==> src/rtl/etapa_fetch.sv <==
// rtl/etapa_fetch.sv - instruction fetch stage: PC owner, req/ack memory port, 2-entry buffer, IF/ID output.
module etapa_fetch #(
  parameter int                  ADDR_W   = 8,
  parameter int                  INSTR_W  = 14,
  parameter logic [ADDR_W-1:0]   RESET_PC = '0,
  parameter logic [INSTR_W-1:0]  NOP      = '0
) (
  input  logic               clk,
  input  logic               rst_n,
  input  logic               stall,
  input  logic               redirect,
  input  logic [ADDR_W-1:0]  redirect_pc,
  output logic               imem_req,
  output logic [ADDR_W-1:0]  imem_addr,
  input  logic               imem_ack,
  input  logic [INSTR_W-1:0] imem_rdata,
  output logic [INSTR_W-1:0] instruction_out,
  output logic [ADDR_W-1:0]  pc_out,
  output logic               instr_valid
);

  typedef enum logic {S_FETCH, S_DISCARD} state_t;

  state_t             state_q, state_d;
  logic               req_q, req_d;
  logic [ADDR_W-1:0]  addr_q, addr_d;
  logic [ADDR_W-1:0]  fetch_pc_q, fetch_pc_d, fetch_pc_adv;

  logic [INSTR_W-1:0] fifo_instr [2];
  logic [ADDR_W-1:0]  fifo_pc    [2];
  logic               rd_ptr_q, wr_ptr_q;
  logic [1:0]         count_q, count_after;

  logic [INSTR_W-1:0] instr_q;
  logic [ADDR_W-1:0]  pc_q;
  logic               valid_q;

  logic               xfer, push, pop, start;

  assign xfer = req_q && imem_ack;
  assign push = xfer && (state_q == S_FETCH) && !redirect;
  assign pop  = !stall && !redirect && (count_q != 2'd0);
  assign count_after  = count_q + {1'b0, push} - {1'b0, pop};
  assign fetch_pc_adv = push ? fetch_pc_q + 1'b1 : fetch_pc_q;

  // A new request only starts if its word is guaranteed a free slot after this edge.
  assign start = (state_q == S_FETCH) && !redirect && (!req_q || xfer) && (count_after != 2'd2);

  always_comb begin
    state_d    = state_q;
    req_d      = req_q;
    addr_d     = addr_q;
    fetch_pc_d = redirect ? redirect_pc : fetch_pc_adv;
    if (xfer) begin
      req_d = 1'b0;
    end
    if (start) begin
      req_d  = 1'b1;
      addr_d = fetch_pc_adv;
    end
    case (state_q)
      S_FETCH: begin
        if (redirect && req_q && !imem_ack) begin
          state_d = S_DISCARD;
        end
      end
      S_DISCARD: begin
        if (xfer) begin
          state_d = S_FETCH;
        end
      end
      default: state_d = S_FETCH;
    endcase
  end

  always_ff @(posedge clk or negedge rst_n) begin
    if (!rst_n) begin
      state_q    <= S_FETCH;
      req_q      <= 1'b0;
      addr_q     <= RESET_PC;
      fetch_pc_q <= RESET_PC;
    end else begin
      state_q    <= state_d;
      req_q      <= req_d;
      addr_q     <= addr_d;
      fetch_pc_q <= fetch_pc_d;
    end
  end

  always_ff @(posedge clk or negedge rst_n) begin
    if (!rst_n) begin
      rd_ptr_q <= 1'b0;
      wr_ptr_q <= 1'b0;
      count_q  <= 2'd0;
    end else if (redirect) begin
      rd_ptr_q <= 1'b0;
      wr_ptr_q <= 1'b0;
      count_q  <= 2'd0;
    end else begin
      if (push) begin
        wr_ptr_q <= ~wr_ptr_q;
      end
      if (pop) begin
        rd_ptr_q <= ~rd_ptr_q;
      end
      count_q <= count_after;
    end
  end

  // Buffer payload needs no reset; occupancy is tracked by count_q alone.
  always_ff @(posedge clk) begin
    if (push) begin
      fifo_instr[wr_ptr_q] <= imem_rdata;
      fifo_pc[wr_ptr_q]    <= addr_q;
    end
  end

  always_ff @(posedge clk or negedge rst_n) begin
    if (!rst_n) begin
      instr_q <= NOP;
      pc_q    <= '0;
      valid_q <= 1'b0;
    end else if (redirect) begin
      instr_q <= NOP;
      valid_q <= 1'b0;
    end else if (!stall) begin
      if (count_q != 2'd0) begin
        instr_q <= fifo_instr[rd_ptr_q];
        pc_q    <= fifo_pc[rd_ptr_q];
        valid_q <= 1'b1;
      end else begin
        instr_q <= NOP;
        valid_q <= 1'b0;
      end
    end
  end

  assign imem_req        = req_q;
  assign imem_addr       = addr_q;
  assign instruction_out = instr_q;
  assign pc_out          = pc_q;
  assign instr_valid     = valid_q;

endmodule
==> config.mk <==
export PLATFORM = sky130hd
export DESIGN_NAME = etapa_fetch
export DESIGN_NICKNAME = d
export VERILOG_FILES = /design/src/rtl/etapa_fetch.sv
export SDC_FILE = /design/constraint.sdc
export NUM_CORES = 1
export LEC_CHECK = 0
export ABC_AREA = 0
export BUFFER_PORTS_ARGS = -buffer_cell sky130_fd_sc_hd__buf_2
export CAP_MARGIN = 5
export CORE_ASPECT_RATIO = 1.4
export CORE_MARGIN = 2
export CORE_UTILIZATION = 40
export DETAILED_ROUTE_END_ITERATION = 10
export PLACE_DENSITY = 0.7
export SETUP_SLACK_MARGIN = 0.2
export SYNTH_ARGS = -nofsm -noshare
export SYNTH_HDL_FRONTEND = slang
export SYNTH_SLANG_ARGS = --single-unit
==> constraint.sdc <==
create_clock -name clk -period 6.4 [get_ports clk]
set_clock_uncertainty 0.15 [all_clocks]
set_input_delay 1.28 -clock clk [delete_from_list [all_inputs] [get_ports clk]]
set_output_delay 1.28 -clock clk [all_outputs]
set_load 0.02 [all_outputs]
# Yosys cells after proc, flatten, opt, wreduce, memory -nomap -nowiden
# Memories as Yosys holds them, arrays and structs flattened. A register that Yosys moved wholly into a read port is not among the register bits.
# Cells that the tools add are included.
classes:
  add_sub_neg: 3
  multipliers: 0
  n_div: 0
  n_lt_le_gt_ge: 0
  eq_ne: 2
  shift: 0
  mux: 20
  n_bitwise: 5
  reduce_logical: 21
op_table:
  columns: ["cell", "n"]
  rows:
  - ["$mux 14", 3]
  - ["$mux 8", 2]
  - ["$mux 1", 13]
  - ["$logic_and 1x1->1", 10]
  - ["$add 8x1->8 const B", 1]
  - ["$reduce_bool 2->1", 4]
  - ["$logic_not 1->1", 5]
  - ["$not 1->1", 5]
  - ["$reduce_and 3->1", 1]
  - ["$add 2x1->2", 1]
  - ["$mux 2", 1]
  - ["$ne 2x1->1 const B", 1]
  - ["$ne 2x2->1 const B", 1]
  - ["$pmux 1 s2", 1]
  - ["$sub 2x1->2", 1]
  - ["$logic_or 1x1->1", 1]
totals:
  register_bits: 37
  latch_bits: 0
  mem_bits_rw: 44
  mem_bits_ro: 0
  input_bits: 27
  out_inout_bits: 32
  wordCells: 62
  mem_count: 2
mem_list:
  columns: ["name", "depth", "width", "rd", "rd_ports_with_merged_regs", "wr", "line_no", "text"]
  rows:
  - ["fifo_instr", 2, 14, 1, 0, 1, "29", "logic [INSTR_W-1:0] fifo_instr [2];"]
  - ["fifo_pc", 2, 8, 1, 1, 1, "30", "logic [ADDR_W-1:0] fifo_pc [2];"]

# Depth between registers and ports, before layout
logic_depth:
  depth_word: 8
  mapped_depth: 11

# Worst setup path after synthesis
# OpenSTA, ideal clock, no wires.
synth_path:
  path_type: "input port to flip-flop"
  startpoint: "input port stall"
  endpoint: "register addr_q[0], in the netlist imem_addr[0]"
  arrival_ns: 3.348
  slack_ns: 2.778
  stages: 11
  path_buffers: 1
  cell_sequence: "o21bai_1 or2_2 clkbuf_1 inv_1 ha_1 inv_1 ha_1 xor2_1 xnor2_1 o211ai_4 mux2_2"
synth_between:
  elab_chain_len: 6
synth_rtl:
  columns: ["element", "line_no", "text"]
  rows:
  - ["from (decl)", "10", "input logic stall,"]
  - ["$logic_not 1->1", null, null]
  - ["$logic_and 1x1->1 (2 in a row)", "42", "assign pop = !stall && !redirect && (count_q != 2'd0);"]
  - ["net pop", "38", "logic xfer, push, pop, start;"]
  - ["$sub 2x1->2", "43", "assign count_after = count_q + {1'b0, push} - {1'b0, pop};"]
  - ["$ne 2x2->1", "47", "assign start = (state_q == S_FETCH) && !redirect && (!req_q || xfer) && (count_after != 2'd2);"]
  - ["$logic_and 1x1->1", "47", null]
  - ["to (signal assigned)", "85", "addr_q <= addr_d;"]
  - ["to (decl)", "26", "logic [ADDR_W-1:0] addr_q, addr_d;"]
# The timed path passes the listed nets, and every way through them passes these cells.
# A chain may end at the register's enable or synchronous reset.

# Worst setup path after layout
layout_path:
  startpoint: "input port redirect"
  endpoint: "register addr_q[2], in the netlist imem_addr[2]"
layout_between:
  elab_chain_len: 6
  elab_cells_between_ends: 11
layout_rtl:
  columns: ["element", "line_no", "text"]
  rows:
  - ["from (decl)", "11", "input logic redirect,"]
  - ["$logic_not 1->1 (*)", "41, 42, 47", null]
  - ["$logic_and 1x1->1, on equally long branches", "41, 42", null]
  - ["$add 2x1->2 or $logic_and 1x1->1 (tied branches)", "43, 42", null]
  - ["$sub 2x1->2", "43", null]
  - ["$ne 2x2->1", "47", null]
  - ["$logic_and 1x1->1", "47", null]
# Mark *: on every way between the ends. The rest lies on a longest branch, timed or not.

==> out/qor.csv <==
stage,metric,value,unit
cells_and_area,area occupied by multi-input gates,927,sq um
power_and_ir_drop,peak supply drop,176,uV
global_route,largest net degree at the start of global routing,46,
route,Wirelength per Cell,15.0,microns
power_and_ir_drop,Power Density,400,nW/um^2
route,vias per cell,4.82,
clocking,PostCTS Resize Cnt,0,
synthesis,Syn Inst Count,228,
global_route,global-route usage over all layers,14.5,%
clocking,clock-pin slew on the worst setup and hold paths,0.06,ns
cells_and_area,filler instances,746,
timing,TNS Setup,0,ns
timing,fmax,263,MHz
setup_path,worst-path maximum fanout,17,
timing,setup ws final,2.60,ns
clocking,Clock Latency Late Sink,0.34,ns
timing,"Slew Viols, Final",0,
synthesis,Yosys reg bits,89,
global_route,first-pass GRT wire length,9.67,mm
timing,Worst-Margin Slew,1.18,ns
setup_path,Critical Path RT,6.47,ns
clocking,CTS sink cnt,89,
global_route,initial antenna violation count,0,
synthesis,number of synthesized flops with an enable pin,44,
placement,Setup WS pre-CTS,2.26,ns
synthesis,fraction of registers with async set/reset,50.6,%
floorplan,Die Area,9390,sq um
job,Max Cap Viol,0,
route,Pre-antenna DRT Iters,4,
route,Total Wirelength,5.98,mm
clocking,Post-CTS Setup Bufs,0,
timing,post-layout min period,3.80,ns
setup_path,Worst Setup End Kind,register,
floorplan,CORE AREA,8460,sq um
status,outcome,"complete, no violations",
cells_and_area,layout cells sized above 1,32.1,%
timing,RSZ-0062 raised after global routing,no,
cells_and_area,# diodes,0,
placement,PortBufs,58,
setup_path,WS Path Type,input pin to register,
route,via count,1919,
global_route,number of global-route vias before repair,1947,
floorplan,Initial Util,40.8,%
placement,HPWL Detailed,4.10,mm
timing,final worst path period share,59.4,%
setup_path,startpoint types,input pin,
cells_and_area,Reg area,2450,sq um
timing,Max-slew headroom,21.4,%
synthesis,YS warnings,0,
hold_path,Worst Hold Class,register to register,
floorplan,Die Y,114,microns
floorplan,Die X,82.5,microns
timing,Fin. Hold Viols,0,
synthesis,syn avg cell area,15.1,sq um
cells_and_area,NumNets Final,318,
clocking,CTS max path bufs,2,
clocking,H-tree depth,3,
route,Iter 0 DRT Violations,180,
timing,WHS,0.321,ns
route,Routed Antenna Nets,0,
clocking,root buf cell,clkbuf_16,
clocking,clock buffer count from CTS,9,
power_and_ir_drop,Leak,1.73,nW
timing,Final setup viols,0,
synthesis,Post-Syn Area,3450,sq um
synthesis,register area share after synthesis,71.0,%
synthesis,most common flop cell mapped by yosys,dfrtp_1,
clocking,CTS tree,done,
synthesis,"Distinct cells, synth",30,
synthesis,Mapped Nets,258,
cells_and_area,Layout area overhead,20.4,%
setup_path,critical path arrival,3.87,ns
route,drt drc,0,
clocking,CTS Hold Bufs,0,
global_route,Overflow after GRT,0,
floorplan,I/O pin cnt,59,
floorplan,num rows,40,
placement,final estimated routing congestion in global placement,0.741,
==> per-stage QoR <==
| stage | cell area [sq um] | utilization [%] | total power [mW] | cells |
|---|---|---|---|---|
| 6_report | 4150 | 49.1 | 1.66 | 398 |
| 5_1_grt | 4150 | 49.1 | 1.74 | 398 |
| 4_1_cts | 4150 | 49.1 | 1.68 | 398 |
| 3_5_place_dp | 3810 | 45.1 | 1.10 | 382 |
| 3_3_place_gp | 3810 | 45.1 | 1.09 | 382 |
| 2_1_floorplan | 3450 | - | 0.978 | 228 |
==> final cells by class <==
type,count,area share (%)
multi-input cells,126,22.3
inverters,3,0.271
flip-flops and latches,89,59.0
well taps,105,3.17
repair buffers,59,7.18
clock buffers,10,5.52
clock inverters,6,2.56
==> flip-flops by register name, summed over array words and instances (netlist names) <==
register and cells:
fifo_instr 28, fifo_pc 16, instruction_out 14, fetch_pc_q 8, imem_addr 8, pc_out 8
count_q 2, imem_req 1, instr_valid 1, rd_ptr_q 1, state_q 1, wr_ptr_q 1
==> cells in the final DEF, fill, tap and decap left out, types with 2 or more instances in the layout <==
cell type and instances:
buf_2 58, dfrtp_1 45, edfxtp_1 44, nand2_1 27
o21ai_0 23, mux2i_1 22, mux2_2 16, clkbuf_16 9
xnor2_1 7, inv_1 3, nand3_1 3, xor2_1 3
nor2_1 3, a21oi_1 3, ha_1 3, bufinv_16 3
nor2b_1 2, nand4_1 2
==> path summary, 6_finish.rpt <==
check	from	endpoint	slack, ns	depth (start not counted)
worst min register to register	instr_valid	instr_valid	0.32	2
worst max-delay path	redirect	imem_addr[2]	2.60	10
worst max register to register	count_q[1]	imem_addr[2]	3.34	10
max in group asynchronous	rst_n	imem_addr[4]	4.49	1
min in group asynchronous	rst_n	fetch_pc_q[7]	0.97	1
worst min-delay path	instr_valid	instr_valid	0.32	2
==> cells in the mapped netlist, drive strengths merged, types with 4 or more instances <==
cell,count,area share [%]
mux2,17,5.6
nand2,27,2.9
dfrtp,45,33
nor2,4,0.44
clkbuf,6,0.94
o21ai,23,3.3
edfxtp,44,38
xnor2,7,1.8
mux2i,22,6.4
buf,4,0.94
==> report_power, final <==
part / internal, mW / switching (mW) / leakage [nW] / total, mW
clock network: 0.379 / 0.202 / 0.160 / 0.581
logic: 0.124 / 0.178 / 0.593 / 0.301
registers: 0.705 / 0.0709 / 0.976 / 0.776
total: 1.21 / 0.450 / 1.73 / 1.66
==> worst max-delay path, cell delays in order <==
cell      delay (ns)
buf_2           0.23
nor4bb_4        0.59
inv_1           0.16
ha_1            0.31
inv_1           0.04
ha_1            0.18
xor2_1          0.16
xnor2_1         0.19
o211ai_4        0.36
mux2_2          0.38
==> cells by family after synthesis <==
family / count (synthesis) / share of synthesized area [%]
adders and majority gates: 3 / 1.09
buffers and inverters: 13 / 2.21
AOI/OAI and AO/OA: 28 / 4.61
and+or+nand+nor: 46 / 6.64
xor gates and xnor gates: 10 / 2.54
DFF: 89 / 71.0
muxes: 39 / 11.9
==> routing by layer <==
| layer | global-route usage [%] | up-vias | wire, microns |
|---|---|---|---|
| met2 | 23.8 | 40 | 3280 |
| li1 | - | 936 | - |
| met4 | 8.67 | 0 | 159 |
| met1 | 16.7 | 933 | 2280 |
| met5 | 0 | - | 0 |
| met3 | 3.40 | 10 | 265 |
(Power assumes the default switching activity.)
